--- src/rtl/i2s_tx_sequencer.sv ---
// Transmit sequencer for the APB I2S peripheral: pops L/R pairs from the TX FIFOs
// and serialises them as Philips I2S (SCK, WS, SD) until the FIFOs run dry.
module i2s_tx_sequencer #(
   parameter int TCLK_PERIOD = 25,
   parameter int DATA_WIDTH  = 32
) (
   input  logic                  i_clk,
   input  logic                  i_rst_n,
   input  logic                  i_enable,
   output logic                  o_enable_clr,
   input  logic                  i_fifol_empty,
   input  logic                  i_fifor_empty,
   input  logic [DATA_WIDTH-1:0] i_fifol_data,
   input  logic [DATA_WIDTH-1:0] i_fifor_data,
   output logic                  o_fifol_pop,
   output logic                  o_fifor_pop,
   output logic                  o_sck,
   output logic                  o_ws,
   output logic                  o_sd,
   output logic                  o_busy
);

   localparam int DIV_W  = (TCLK_PERIOD > 1) ? $clog2(TCLK_PERIOD) : 1;
   localparam int SLOT_W = $clog2(2 * DATA_WIDTH);
   localparam int SH_W   = 2 * DATA_WIDTH;

   localparam logic [DIV_W-1:0]  DIV_LAST  = DIV_W'(TCLK_PERIOD - 1);
   localparam logic [DIV_W-1:0]  DIV_HALF  = DIV_W'(TCLK_PERIOD / 2);
   localparam logic [SLOT_W-1:0] SLOT_LAST = SLOT_W'(2 * DATA_WIDTH - 1);
   localparam logic [SLOT_W-1:0] SLOT_RGT  = SLOT_W'(DATA_WIDTH);

   typedef enum logic [1:0] {
      S_IDLE = 2'd0,
      S_TX   = 2'd1,
      S_TAIL = 2'd2
   } state_e;

   state_e             state_q, state_d;
   logic [DIV_W-1:0]   div_q, div_d;
   logic [SLOT_W-1:0]  slot_q, slot_d;
   logic [SH_W-1:0]    sh_q, sh_d;
   logic               slot0_q, slot0_d;
   logic               ready_q;

   logic pair_avail;
   logic div_wrap;
   logic frame_end;
   logic load;

   assign pair_avail = !i_fifol_empty && !i_fifor_empty;
   assign div_wrap   = (div_q == DIV_LAST);
   assign frame_end  = div_wrap && (slot_q == SLOT_LAST);

   // ready_q keeps IDLE from popping or clearing while reset is still being released
   always_ff @(posedge i_clk or negedge i_rst_n) begin
      if (!i_rst_n) begin
         state_q <= S_IDLE;
         div_q   <= '0;
         slot_q  <= '0;
         sh_q    <= '0;
         slot0_q <= 1'b0;
         ready_q <= 1'b0;
      end else begin
         state_q <= state_d;
         div_q   <= div_d;
         slot_q  <= slot_d;
         sh_q    <= sh_d;
         slot0_q <= slot0_d;
         ready_q <= 1'b1;
      end
   end

   always_comb begin
      state_d = state_q;
      load    = 1'b0;
      case (state_q)
         S_IDLE: begin
            if (ready_q && i_enable && pair_avail) begin
               state_d = S_TX;
               load    = 1'b1;
            end
         end
         S_TX: begin
            if (frame_end) begin
               if (i_enable && pair_avail) begin
                  load = 1'b1;
               end else begin
                  state_d = S_TAIL;
               end
            end
         end
         S_TAIL: begin
            if (div_wrap) begin
               state_d = S_IDLE;
            end
         end
         default: state_d = S_IDLE;
      endcase
   end

   // Slot 0 replays the previous word's LSB, so the shifter only moves from slot 1 on;
   // the final shift of a frame leaves right[0] at the MSB for the TAIL period.
   always_comb begin
      div_d   = div_q;
      slot_d  = slot_q;
      sh_d    = sh_q;
      slot0_d = slot0_q;
      if (state_q == S_IDLE) begin
         div_d  = '0;
         slot_d = '0;
      end else begin
         div_d = div_wrap ? '0 : div_q + DIV_W'(1);
         if (div_wrap && (state_q == S_TX)) begin
            slot_d = (slot_q == SLOT_LAST) ? '0 : slot_q + SLOT_W'(1);
            if (slot_q != '0) begin
               sh_d = {sh_q[SH_W-2:0], 1'b0};
            end
         end
      end
      if (load) begin
         sh_d    = {i_fifol_data, i_fifor_data};
         slot0_d = (state_q == S_TX) ? sh_q[SH_W-2] : 1'b0;
      end
   end

   always_comb begin
      o_sck        = 1'b0;
      o_ws         = 1'b0;
      o_sd         = 1'b0;
      o_enable_clr = 1'b0;
      o_fifol_pop  = load;
      o_fifor_pop  = load;
      o_busy       = (state_q != S_IDLE);
      case (state_q)
         S_IDLE: begin
            o_enable_clr = ready_q && i_enable && !pair_avail;
         end
         S_TX: begin
            o_sck = (div_q >= DIV_HALF);
            o_ws  = (slot_q >= SLOT_RGT);
            o_sd  = (slot_q == '0) ? slot0_q : sh_q[SH_W-1];
         end
         S_TAIL: begin
            o_sck        = (div_q >= DIV_HALF);
            o_sd         = sh_q[SH_W-1];
            o_enable_clr = div_wrap;
         end
         default: ;
      endcase
   end

endmodule

--- config.mk ---
export PLATFORM = sky130hd
export DESIGN_NAME = i2s_tx_sequencer
export DESIGN_NICKNAME = d
export VERILOG_FILES = /design/src/rtl/i2s_tx_sequencer.sv
export SDC_FILE = /design/constraint.sdc
export NUM_CORES = 1
export LEC_CHECK = 0
export BUFFER_PORTS_ARGS = -buffer_cell sky130_fd_sc_hd__clkbuf_2
export CAP_MARGIN = 20
export CORE_ASPECT_RATIO = 0.8
export CORE_MARGIN = 2
export CORE_UTILIZATION = 45
export DETAILED_ROUTE_END_ITERATION = 16
export GPL_TIMING_DRIVEN = 0
export PLACE_DENSITY = 0.67
export SYNTH_ARGS = -nofsm -noshare
export SYNTH_HDL_FRONTEND = slang
export SYNTH_SLANG_ARGS = --single-unit
--- constraint.sdc ---
create_clock -name i_clk -period 3.5 [get_ports i_clk]
set_input_delay 0.875 -clock i_clk [delete_from_list [all_inputs] [get_ports i_clk]]
set_output_delay 0.875 -clock i_clk [all_outputs]
set_load 0.01 [all_outputs]
# [After elaboration in Yosys (flattened, before gate mapping)]
# Cells that the tools add are included.
[word_totals] ff_bits=79 out_inout_bits=7 elab_cells=63
[op_classes] add_sub_neg=2 order_cmp=2 n_eq_ne=9 mux=24 n_reduce_logical=20
[ops] op="$mux W64" n=4
[ops] op="$mux W6" n=3
[ops] op="$mux W5" n=2
[ops] op="$ne A2 B2 Y1 const B" n=5
[ops] op="$mux W2" n=4
[ops] op="$reduce_bool A2 Y1" n=4
[ops] op="$logic_and A1 B1 Y1" n=7
[ops] op="$mux W1" n=7
[ops] op="$add A6 B1 Y6 const B" n=1
[ops] op="$eq A6 B6 Y1 const B" n=1
[ops] op="$ge A6 B6 Y1 const B" n=1
[ops] op="$logic_not A6 Y1" n=1
[ops] op="$pmux W1 S2" n=3
[ops] op="$pmux W2 S3" n=1
[ops] op="$reduce_bool A6 Y1" n=1
[ops] op="$add A5 B1 Y5 const B" n=1
[ops] op="$eq A5 B5 Y1 const B" n=1
[ops] op="$ge A5 B4 Y1 const B" n=1
[ops] op="$reduce_and A4 Y1" n=1
[ops] op="$logic_not A1 Y1" n=3
[ops] op="$reduce_and A3 Y1" n=1
[ops] op="$eq A2 B1 Y1 const B" n=1
[ops] op="$eq A2 B2 Y1 const B" n=1
[ops] op="$logic_not A2 Y1" n=1
[ops] op="$reduce_or A2 Y1" n=1

# [Logic depth before layout (Yosys ltp)]
[depth] word_depth=8 ltp_mapped=10

# [Worst setup path after synthesis]
# OpenSTA, ideal clock, no wires.
[synth_path] path_type="input to output" start="in i_fifol_empty" end="out o_fifor_pop" arrival_ps=2170 setup_slack_ps=455 path_stages=7 cell_sequence="nand4bb_1 or4_1 buf_2 nand2b_2 buf_6 buf_6 buf_4"
[synth_via] elab_chain_len=6 word_cells_on_any_way=8 cone_classes="mux (4); reduce/logical (4)"
[synth_rtl] element="from (decl)" line="11" rtl="input logic i_fifol_empty,"
[synth_rtl] element="$logic_not A1 Y1 *" line="50" rtl="assign pair_avail = !i_fifol_empty && !i_fifor_empty;"
[synth_rtl] element="$logic_and A1 B1 Y1 *" line="50"
[synth_rtl] element="$logic_and A1 B1 Y1" line="85" rtl="if (i_enable && pair_avail) begin"
[synth_rtl] element="$mux W1" line="85"
[synth_rtl] element="$mux W1" line="84" rtl="if (frame_end) begin"
[synth_rtl] element="$pmux W1 S2 *" line="76" rtl="case (state_q)"
[synth_rtl] element="to (decl)" line="16" rtl="output logic o_fifor_pop,"
# Mark *: on every way between the ends. The rest lies on a longest branch, timed or not.

# [Final worst setup path]
[layout_path] start="reg state_q[1]" end="out o_fifor_pop"
[layout_via] elab_chain_len=2 word_cells_on_any_way=3 cone_classes="eq/ne (1); mux (1); reduce/logical (1)"
[layout_rtl] element="from (decl)" line="38" rtl="state_e state_q, state_d;"
[layout_rtl] element="from (signal assigned)" line="64" rtl="state_q <= state_d;"
[layout_rtl] element="$eq A2 B1 Y1 or $logic_not A2 Y1 (tied branches)" line="76"
[layout_rtl] element="$pmux W1 S2 *" line="76"
# Marked as above.

==> results by group <==
Layout
  – Share of layout cells above drive strength 1: about a fifth
  – Multi-input logic area: between 1500 and 2000 um2
  – Final Util: a little under three fifths
  – Nets: 638
  – Finished layout cell area: between 5000 and 6000 um2
  – # fillers: 832
  – Ant. Diodes: 0
  – Area Overhead vs Synth: 20.27%
  – Post-Layout Cell Count: about 700
  – FF/Latch Area: about 2000 um2

Placed design
  – Inst Count DP: 665
  – Area after DPL: around 4900 um2
  – Global placer's final weighted congestion: 0.8295
  – Hpwl dp: a little under 8000 um
  – I/O Buffers: 75

Power and ir drop
  – Leak: roughly 2.3 nW
  – Switching Fraction: roughly 30%
  – Peak VDD IR: between 0.2 and 0.3 mV
  – Clock group share of total power: a little under a third
  – Comb pwr share: between 20% and 30%
  – Total Power: 3.414 mW
  – Sequential share of power: a little under half
  – Pwr dens: 656.8 nW/um2
  – Psw: slightly above 1 mW
  – Internal power: 2.399 mW

Timing
  – Maximum clock rate: between 200 and 300 MHz
  – Fin. max-slew vios: 0
  – Post-Route Setup TNS: 0 ns
  – Fin. Hold Viols: 0
  – Period Utilization, post-route: 95.73%
  – Skew final: around 0.0084 ns
  – # setup viols final: 0
  – Post-layout min period: around 3.4 ns

Die
  – Initial Utilization: between 40% and 50%
  – Core area: roughly 9200 um2
  – Rows: 31
  – Io pins: between 70 and 80
  – Chip width: about 110 um
  – Die area: 10410 um2
  – Die Span Y: about 92 um

Worst setup path
  – WS Path Type: flop to output port
  – Worst Path Required: 2.62 ns
  – CP Launch Type: flop
  – Worst Path Max Fanout: 20
  – Worst Path Arrival: between 2 and 2.5 ns
  – CP endpoint kind: output port

GRT
  – GRT Residual Overflow: 0
  – Initial antenna violation count: 0
  – Largest net degree at the start of global routing: 49
  – GRT Util Overall: between 20% and 30%
  – First-pass GRT wire length: ~19000 um
  – Number of global-route vias before repair: approximately 3800

Clocking
  – Sink Count: 79
  – CTS tree: built
  – H-tree levels: 3
  – CTS clk-pin slew, worst paths: 0.06 ns
  – Clock root buffer: clkbuf_16
  – CTS Buf Count: 9
  – Max Buffers Root-to-Sink: 2
  – Clock Latency Late Sink: about 0.34 ns

Run
  – Maxcap violations: 0

Drt
  – Initial drt markers: about 380
  – Routed len/inst: between 15 and 20 um
  – Drt total wl: roughly 11000 um
  – Post-route ant nets: 0
  – Via/cell ratio: approximately 6.0
  – # DRC: 0
  – Vias: approximately 4000
  – 1st-pass router iterations: 4

Run status
  – Outcome: completed

Synthesis
  – Synthesized area per cell: between 9 and 10 um2
  – Syn_nets: between 500 and 600
  – Ys flop type: dfrtp_1
  – Netlist Area Pre-Place: roughly 4300 um2
  – Async SR Flop Fraction: 100.0%
  – Post-synth EDFFs: 0
  – Yosys warns: 0
  – Post-Syn Instances: 474
  – Yosys reg bits: 79
  – Unique cell type count in the Yosys netlist: 38
  – Sequential share of the synthesized area: 45.74%

Worst hold path
  – Hold Crit Class: flop to flop
power by group through the flow:
stage / Sequential, mW / Clock, mW / Combinational, mW
3_5_place_dp: 1.56 / 0 / 0.815
4_1_cts: 1.56 / 1.04 / 0.834
5_1_grt: 1.60 / 1.08 / 0.942
3_3_place_gp: 1.55 / 0 / 0.783
6_report: 1.57 / 1.02 / 0.825
2_1_floorplan: 1.50 / 0 / 0.626
flip-flops by register name (all words and copies together) (netlist names):
| signal | count |
|---|---|
| slot_q | 6 |
| sh_q | 64 |
| ready_q | 1 |
| slot0_q | 1 |
| state_q | 2 |
| div_q | 5 |
layout by cell type (no fill, tap or decap), drive strengths merged, types with 4 or more instances in the layout:
master,synthesis,layout
a21oi,8,8
buf,19,19
clkbuf,31,118
dfrtp,79,79
ha,9,9
inv,73,74
nand2,9,9
nand3,10,10
nand4,63,63
nor2,8,8
nor3,4,4
o21ai,68,68
o311ai,63,63
cell families after synthesis:
logic type | count (synthesis) | synth area share (%)
buffers and inverters | 123 | 11.93
adders and majority gates | 9 | 2.606
muxes | 2 | 0.5211
AOI/OAI and AO/OA | 146 | 22.84
and+or+nand+nor | 110 | 15.46
xor gates and xnor gates | 4 | 0.8108
other | 1 | 0.08677
DFF | 79 | 45.74
metrics by stage:
| step | hold slack (ns) | setup WS, ns |
|---|---|---|
| floorplan | 0.4520 | 0.4547 |
| finish | 0.4842 | 0.1494 |
| global route | 0.5094 | -0.001667 |
| global placement | 0.4705 | 0.09756 |
| detailed placement | 0.4787 | 0.06904 |
| CTS | 0.4875 | 0.01661 |
routing by layer:
| layer | global-route usage [%] | share of wire (%) | up-vias | routed length [um] |
|---|---|---|---|---|
| met4 | 5.183 | 0.71 | 0 | 80 |
| met5 | 0 | 0 | - | 0 |
| li1 | - | - | 1939 | - |
| met1 | 34.27 | 50 | 1968 | 5596 |
| met3 | 4.560 | 6.3 | 7 | 707 |
| met2 | 32.29 | 43 | 132 | 4850 |
synthesized netlist by cell type (all sizes together), types with 2 or more instances:
cell type	instances	area, um2
o211ai	2	15.01
o21a	2	15.01
a21oi	8	40.04
nand4	63	394.1
and2	3	18.77
o21ai	68	340.3
mux2	2	22.52
nand3	10	50.05
nor3	4	31.28
ha	9	112.6
nand2	9	33.78
nor2	8	30.03
xor2	3	26.28
nor4	2	18.77
buf	19	125.1
dfrtp	79	1977
clkbuf	31	116.4
inv	73	274.0
or4	2	15.01
o311ai	63	551.8
and3	3	18.77
final cells by class:
| type | instances | share of cell area, % |
|---|---|---|
| Timing Repair Buffer | 76 | 7.800 |
| Inverter | 73 | 5.272 |
| Sequential cell | 79 | 38.04 |
| Tap cell | 115 | 2.768 |
| Buffer | 49 | 4.694 |
| Multi-Input combinational cell | 272 | 35.19 |
| Clock buffer | 12 | 4.742 |
| Clock inverter | 4 | 1.493 |
final timing paths:
kind | to | depth (start not counted) | startpoint | slack [ns]
worst max-delay path | o_fifor_pop | 10 | state_q[1]$_DFFE_PN0P_ | 0.15
worst min-delay path | div_q[0]$_DFF_PN0_ | 1 | div_q[0]$_DFF_PN0_ | 0.48
worst max register to register | sh_q[1]$_DFFE_PN0P_ | 9 | state_q[0]$_DFFE_PN0P_ | 0.89
worst min register to register | div_q[0]$_DFF_PN0_ | 1 | div_q[0]$_DFF_PN0_ | 0.48
min in group asynchronous | sh_q[57]$_DFFE_PN0P_ | 1 | i_rst_n | 0.52
max in group asynchronous | sh_q[16]$_DFFE_PN0P_ | 2 | i_rst_n | 2.38
worst max-delay path: stages (launching register included):
cell and delay [ns]:
dfrtp_1 0.40, inv_2 0.09, ha_1 0.14, buf_4 0.16, nand4bb_1 0.16, or4_1 0.49, buf_4 0.20, nand2b_2 0.11
buf_12 0.16, buf_4 0.11, clkbuf_2 0.11
what timing repair did:
item / in CTS / in global routing
gates resized for setup: 3 / 2
hold buffers: 0 / 0
pin swaps: 0 / 0
endpoints found under the setup margin: 2 / 2
cloned: 0 / 0
setup buffers: 0 / 0
Power figures use the tool's default switching activity.
